<file path="config.mk">
export PLATFORM = sky130hd
export DESIGN_NAME = uart_rx_buffer_ctrl
export DESIGN_NICKNAME = d
export VERILOG_FILES = /design/src/rtl/uart_pkg.sv /design/src/rtl/uart_byte_fifo.sv /design/src/rtl/uart_rx_buffer_ctrl.sv
export SDC_FILE = /design/constraint.sdc
export NUM_CORES = 1
export LEC_CHECK = 0
export CAP_MARGIN = 30
export CELL_PAD_IN_SITES_DETAIL_PLACEMENT = 0
export CELL_PAD_IN_SITES_GLOBAL_PLACEMENT = 1
export CORE_ASPECT_RATIO = 1.2
export CORE_MARGIN = 5
export CORE_UTILIZATION = 50
export CTS_BUF_LIST = sky130_fd_sc_hd__clkbuf_16
export CTS_CLUSTER_DIAMETER = 120
export CTS_CLUSTER_SIZE = 12
export DETAILED_ROUTE_END_ITERATION = 16
export HOLD_SLACK_MARGIN = 0.05
export PLACE_DENSITY = 0.8
export SYNTH_ARGS = -nofsm -noshare
export SYNTH_HDL_FRONTEND = slang
export SYNTH_SLANG_ARGS = --single-unit
</file>
<file path="constraint.sdc">
create_clock -name clk -period 6.9 [get_ports clk]
set_clock_uncertainty 0.2 [all_clocks]
set_input_delay 0.69 -clock clk [delete_from_list [all_inputs] [get_ports clk]]
set_output_delay 0.69 -clock clk [all_outputs]
set_load 0.02 [all_outputs]
</file>
<file path="src/rtl/uart_pkg.sv">
// Shared UART constants, derived bit timing and capture FSM encoding.
// Used by the receiver and by the receive buffer controller.
package uart_pkg;
    localparam int CLK_FREQUENCY     = 50_000_000;
    localparam int BAUD_RATE         = 115_200;
    localparam int CLKS_PER_BIT      = CLK_FREQUENCY / BAUD_RATE;
    localparam int CLKS_PER_HALF_BIT = CLKS_PER_BIT / 2;
    localparam int DATA_BITS         = 8;
    localparam int FRAME_BITS        = DATA_BITS + 2;

    typedef logic [DATA_BITS-1:0] byte_t;

    typedef enum logic [1:0] {
        CAP_WAIT = 2'd0,
        CAP_ACK  = 2'd1,
        CAP_HOLD = 2'd2
    } cap_state_t;
endpackage

</file>
<file path="src/rtl/uart_byte_fifo.sv">
// Byte FIFO, first-word-fall-through head; a push lands on head_data one cycle later.
// Push while full is accepted only together with a pop; pop while empty is ignored.
module uart_byte_fifo
    import uart_pkg::*;
#(
    parameter int DEPTH  = 8,
    parameter int ADDR_W = 3
) (
    input  logic            clk,
    input  logic            reset,
    input  logic            push,
    input  byte_t           push_data,
    input  logic            pop,
    output byte_t           head_data,
    output logic [ADDR_W:0] count,
    output logic            full
);
    localparam logic [ADDR_W:0]   CNT_ONE  = 1;
    localparam logic [ADDR_W:0]   CNT_FULL = (ADDR_W + 1)'(DEPTH);
    localparam logic [ADDR_W-1:0] PTR_ONE  = 1;

    byte_t             mem [DEPTH];
    logic [ADDR_W-1:0] wr_ptr;
    logic [ADDR_W-1:0] rd_ptr;
    logic              empty;
    logic              do_push;
    logic              do_pop;

    assign empty   = (count == '0);
    assign full    = (count == CNT_FULL);
    assign do_pop  = pop && !empty;
    assign do_push = push && (!full || do_pop);

    always_ff @(posedge clk) begin
        if (do_push) begin
            mem[wr_ptr] <= push_data;
        end
    end

    always_ff @(posedge clk or posedge reset) begin
        if (reset) begin
            wr_ptr <= '0;
            rd_ptr <= '0;
            count  <= '0;
        end else begin
            if (do_push) begin
                wr_ptr <= wr_ptr + PTR_ONE;
            end
            if (do_pop) begin
                rd_ptr <= rd_ptr + PTR_ONE;
            end
            case ({do_push, do_pop})
                2'b10:   count <= count + CNT_ONE;
                2'b01:   count <= count - CNT_ONE;
                default: count <= count;
            endcase
        end
    end

    // Storage is never reset, so mask the head while empty to keep it defined.
    assign head_data = empty ? '0 : mem[rd_ptr];
endmodule

</file>
<file path="src/rtl/uart_rx_buffer_ctrl.sv">
// Captures receiver bytes into a FIFO with a one-cycle read_complete handshake.
// Byte visible on out_data the cycle after capture; full FIFO drops and flags sticky overflow.
module uart_rx_buffer_ctrl
    import uart_pkg::*;
#(
    parameter int DEPTH  = 8,
    parameter int ADDR_W = 3
) (
    input  logic            clk,
    input  logic            reset,
    input  logic [7:0]      rx_data,
    input  logic            rx_valid,
    output logic            rx_read_complete,
    output logic [7:0]      out_data,
    output logic            out_valid,
    input  logic            out_ready,
    output logic [ADDR_W:0] count,
    output logic            overflow,
    input  logic            overflow_clear
);
    cap_state_t state;
    cap_state_t state_nxt;
    logic       capture;
    logic       pop;
    logic       fifo_full;
    logic       space;
    logic       push;
    logic       drop;

    always_ff @(posedge clk or posedge reset) begin
        if (reset) begin
            state <= CAP_WAIT;
        end else begin
            state <= state_nxt;
        end
    end

    // HOLD waits for the receiver to drop its flag so one byte is never taken twice.
    always_comb begin
        state_nxt = state;
        case (state)
            CAP_WAIT: if (rx_valid) state_nxt = CAP_ACK;
            CAP_ACK:  state_nxt = CAP_HOLD;
            CAP_HOLD: if (!rx_valid) state_nxt = CAP_WAIT;
            default:  state_nxt = CAP_WAIT;
        endcase
    end

    always_comb begin
        rx_read_complete = 1'b0;
        capture          = 1'b0;
        case (state)
            CAP_WAIT: capture = rx_valid;
            CAP_ACK:  rx_read_complete = 1'b1;
            default:  ;
        endcase
    end

    assign pop   = out_valid && out_ready;
    assign space = !fifo_full || pop;
    assign push  = capture && space;
    assign drop  = capture && !space;

    always_ff @(posedge clk or posedge reset) begin
        if (reset) begin
            overflow <= 1'b0;
        end else if (drop) begin
            overflow <= 1'b1;
        end else if (overflow_clear) begin
            overflow <= 1'b0;
        end
    end

    uart_byte_fifo #(
        .DEPTH  (DEPTH),
        .ADDR_W (ADDR_W)
    ) u_fifo (
        .clk       (clk),
        .reset     (reset),
        .push      (push),
        .push_data (rx_data),
        .pop       (pop),
        .head_data (out_data),
        .count     (count),
        .full      (fifo_full)
    );

    assign out_valid = (count != '0);
endmodule

</file>
* Yosys cells after proc, flatten, opt, wreduce, memory -nomap -nowiden
Memory sizes are Yosys's and may differ from the RTL's.
Index checks and enable logic that the tools add are counted.
** Operators by class
- Mux-type cells :: 11
- Add/subtract/negate cells :: 4
- Equal/unequal tests :: 7
- Reduce and logical (&&, ||, !) cells :: 16
** Operators with widths (number)
- $mux 8 :: 1
- $pmux 4 s2 :: 1
- $add 3x1->3 const B :: 2
- $mux 1 :: 6
- $pmux 2 s3 :: 1
- $logic_and 1x1->1 :: 5
- $add 4x1->4 const B :: 1
- $eq 2x1->1 const B :: 2
- $eq 2x2->1 const B :: 2
- $eq 4x4->1 const B :: 1
- $logic_not 4->1 :: 1
- $mux 2 :: 2
- $ne 2x2->1 const B :: 2
- $reduce_bool 2->1 :: 2
- $reduce_bool 4->1 :: 1
- $sub 4x1->4 const B :: 1
- $logic_not 1->1 :: 3
- $logic_not 2->1 :: 1
- $logic_or 1x1->1 :: 2
- $reduce_and 2->1 :: 1
** Word-level totals
- Register bits after elaboration :: 13
- Word-level logic and storage cells :: 44
- RAM bits :: 64
- Memories kept :: 1
** Memories
- u_fifo.mem :: depth 8, width 8, rd ports 1, clocked after memory_dff 0, write ports 1, RTL line uart_byte_fifo.sv:22 : byte_t mem [DEPTH];

* Logic depth before layout (Yosys ltp)
- Word-level depth :: 7
- Gate-level depth with buffers :: 11
- Depth with buffers taken out :: 9

* Cells and area by module
A second synthesis with hierarchy kept.
** Unflattened totals
- Cells, all modules :: 186
- Area total of the unflattened synthesis :: 3251.9 um^2
** Modules (own cells, without submodules)
- uart_byte_fifo :: instances 1, area an instance 3096.7 um^2, cells each 172, seq. area each 2172.1 um^2
- uart_rx_buffer_ctrl :: instances 1, area an instance 155.1 um^2, cells each 14, seq. area each 75.1 um^2

* Least setup slack after synthesis
Ideal clock, no wire load.
- Path type :: register to register
- Start point :: register u_fifo.count[1]
- End point :: register u_fifo.count[3]
- Arrival :: 2.742 ns
- Slack :: 3.867 ns
- Required time :: 6.610 ns
- Stages on the path, launching flop included :: 11
- Cells stage by stage :: dfrtp_1 buf_6 or4_4 buf_6 nand2_1 inv_1 ha_1 clkbuf_1 or4b_2 a21o_1 o221ai_1
** On the way
- Longest elaborated chain between the ends :: 7
- Elaborated cells between the ends (all ways) :: 17
- Those cells by class :: add/sub (2); eq/ne (3); mux (1); reduce/logical (11)
** RTL lines
- from (decl) :: RTL line uart_byte_fifo.sv:15 : output logic [ADDR_W:0] count,
- from (signal assigned) :: RTL line uart_byte_fifo.sv:53 : 2'b10: count <= count + CNT_ONE;
- from (signal assigned) :: RTL line uart_byte_fifo.sv:54 : 2'b01: count <= count - CNT_ONE;
- from (signal assigned) :: RTL line uart_byte_fifo.sv:55 : default: count <= count;
- $reduce_bool 4->1 (*) :: RTL line uart_rx_buffer_ctrl.sv:88 : assign out_valid = (count != '0);
- named net out_valid :: RTL line uart_rx_buffer_ctrl.sv:15 : output logic out_valid,
- $logic_and 1x1->1 (*) :: RTL line uart_rx_buffer_ctrl.sv:59 : assign pop = out_valid && out_ready;
- $logic_and 1x1->1 (*) :: RTL line uart_byte_fifo.sv:31 : assign do_pop = pop && !empty;
- named net u_fifo.do_pop :: RTL line uart_byte_fifo.sv:27 : logic do_pop;
- $logic_or 1x1->1 :: RTL line uart_byte_fifo.sv:32 : assign do_push = push && (!full || do_pop);
- $logic_and 1x1->1 :: RTL line uart_byte_fifo.sv:32
- $eq 2x1->1 / $eq 2x2->1 (equally long branches) :: RTL line uart_byte_fifo.sv:52 : case ({do_push, do_pop})
- $pmux 4 s2 / $reduce_bool 2->1 (equally long branches)
Mark *: on every way through the listed nets, which the timed path passes. The rest lies on a longest branch.
A chain may end at the register's enable or synchronous reset.

* Final worst setup path
- Start point :: register u_fifo.rd_ptr[0]
- End point :: output port out_data[1]
** On the way
- Longest elaborated chain between the ends :: 2
** RTL lines
- from (decl) :: RTL line uart_byte_fifo.sv:24 : logic [ADDR_W-1:0] rd_ptr;
- from (signal assigned) :: RTL line uart_byte_fifo.sv:50 : rd_ptr <= rd_ptr + PTR_ONE;
- $mem_v2 8x8
- $mux 8 :: RTL line uart_byte_fifo.sv:61 : assign head_data = empty ? '0 : mem[rd_ptr];
- to (decl) :: RTL line uart_rx_buffer_ctrl.sv:14 : output logic [7:0] out_data,
Every way passes these cells.

==> run metrics <==
outcome finished clean; Critical Path Sink Type primary output; Fillers 480; Hold Crit Class flip-flop to flip-flop; Final nets 223; Post-synth ARST share 16.9%; Buffers on Ports 27; Starting DRT DRC Count 97; CTS sink cnt 77; Reg2Reg Setup Slack 3600 ps; Resized cells post-CTS 0; MaxCap Viol Count 0; CP Launch Type flip-flop; DPL Wire Length 3830 microns; via count 1657; VDD IR max 259 uV; end of the critical path out_data[1]; DRT antenna net count 0; Mapped Cells 170; antenna fix cells 0; die width 83.0 microns; adder-cell area share of the yosys netlist 1.96%; first element of the critical path u_fifo.rd_ptr[0]; CP required 6010 ps; Die ar. 8100 sq um; Syn Nets 188; initial antenna violation count 0; Mean Syn Cell Area 18.8 sq um; register area share after synthesis 70.3%; DP Area 3570 sq um; post-synthesis mux area share 12.8%; Die Ht 97.6 microns; post-synthesis compound-gate area fraction 4.66%; Clock Latency Late Sink 330 ps; Synth Area in XOR/XNOR 1.92%; RSZ-0062 raised after global routing no; buffers inserted by post-CTS timing repair 0; WL/cell 20.3 microns; Reg-to-Reg Start u_fifo.count[0]; Slew Viols, Final 0; Worst-path clk slew 60 ps; total gr overflow 0; period utilization 49.6%; GPL Wtd Cong 0.778; Initial Util 50.6%; DRT Wirelength 5990 microns; leakage power 1.35 nW; WS Path Type flip-flop to primary output; hold-fix buffer count after cts 0; final setup fails 0; CTS tree done; Post-Synthesis Cell Area 3200 sq um; largest family of logic cells by synthesized area multiplexers; Core ar. 6330 sq um; hold path depth 1; Finished Layout Cells 295; vias in the first global route 1778; largest net degree at the start of global routing 19; simple-gate share of the synthesized area 5.79%; synth-to-layout area growth 21.6%; num rows 32; final total power 1.78 mW; IO Count 28; Worst R2R End u_fifo.count[3]; crit path DAT 2530 ps; synth unique cells 39; pwr dens 457 nW/um^2; Reg2Reg Depth 6; Inst Count DP 279; drt via density 5.62; number of flops mapped to enable cells by yosys 64; fin area 3890 sq um; #FFs+latches synth 77; drt first pass iters 4; root buffer cell clkbuf_16; DRC 0; Slew @ Worst Pin 908 ps; Synth Warn # 0; relative slew slack 39.2%; Num CTS Buffers 9; minimum clock period 3420 ps; Total GRT Usage 16.0%; final hold vios 0; Synth Flop Type edfxtp_1; setup TNS 0 ps; Worst Path Max Fanout 10; layout cell share with drive strength beyond 1 22.4%; first-pass GRT wire length 9600 microns; Max Clock Freq 0.292 GHz; CTS Buffer Depth 2; Max H-tree Level 3
==> layer usage <==
metal,vias to the layer above,global-route usage [%],wire length [microns]
li1,750,-,-
met1,846,18.1,2390
met2,49,28.5,3190
met3,12,3.56,280
met4,0,7.17,128
met5,-,0,0
==> worst max-delay path: stages, from the launching register on <==
cell	delay (ps)
dfrtp_1	700
buf_16	220
mux4_2	510
a22o_1	240
clkdlybuf4s50_1	530
==> through the flow <==
| stage | setup WS, ps | hold WS, ps | utilization, % |
|---|---|---|---|
| floorplan | 3870 | 269 | - |
| global placement | 3420 | 303 | 56.1 |
| detailed placement | 3260 | 308 | 56.5 |
| CTS | 3440 | 325 | 61.5 |
| global route | 3310 | 346 | 61.5 |
| finish | 3480 | 323 | 61.5 |
==> layout make-up <==
type | count | area, sq um | share of cell area [%]
clock inverters | 7 | 90.1 | 2.32
clock buffers | 9 | 225 | 5.79
multi-input cells | 79 | 866 | 22.3
repair buffers | 33 | 335 | 8.62
well taps | 85 | 106 | 2.73
inverters | 5 | 18.8 | 0.483
flip-flops and latches | 77 | 2250 | 57.8
==> report_power, final <==
| part | internal [mW] | total [mW] | switching, mW |
|---|---|---|---|
| registers | 0.582 | 0.680 | 0.0978 |
| clock network | 0.314 | 0.490 | 0.175 |
| logic | 0.332 | 0.607 | 0.275 |
| total | 1.23 | 1.78 | 0.548 |
==> cell families after synthesis <==
group,Yosys count
buffers and inverters,14
muxes,20
xor gates and xnor gates,7
and+or+nand+nor,29
AOI/OAI and AO/OA,18
DFF,77
adders and majority gates,5
==> sequential cells by signal, indices dropped and copies added, names as in the netlist <==
register	flops
overflow	1
u_fifo.rd_ptr	3
u_fifo.wr_ptr	3
u_fifo.count	4
u_fifo.mem	64
state	2
==> cells in the mapped netlist (4+ instances only) <==
cell type	number	share of area [%]
a22o_1	9	2.5
buf_6	4	1.4
dfrtp_1	13	10
edfxtp_1	64	60
ha_1	5	2.0
inv_1	5	0.59
mux4_2	16	11
nand2b_1	4	0.78
nor2_1	5	0.59
nor3_1	4	0.63
xnor2_1	6	1.6
==> layout by cell type (no fill, tap or decap), types with 2 or more instances in the layout <==
cell type / count
a22o_1: 9
buf_4: 5
bufinv_16: 2
clkbuf_16: 9
clkdlybuf4s50_1: 27
clkinv_2: 2
dfrtp_1: 13
edfxtp_1: 64
ha_1: 5
inv_1: 5
mux2_2: 2
mux4_2: 16
nand2_1: 2
nand2b_1: 4
nand3b_1: 2
nor2_1: 5
nor2b_1: 2
nor3_1: 4
o211ai_1: 2
xnor2_1: 6
==> worst min path at each step <==
stage,end,slack [ps],start
global placement,overflow,300,overflow
floorplan,state[0],270,state[0]
global route,state[0],350,state[0]
detailed placement,state[0],310,state[0]
CTS,state[0],320,state[0]
finish,overflow,320,overflow
No activity file was read; power rests on OpenSTA's default activity.
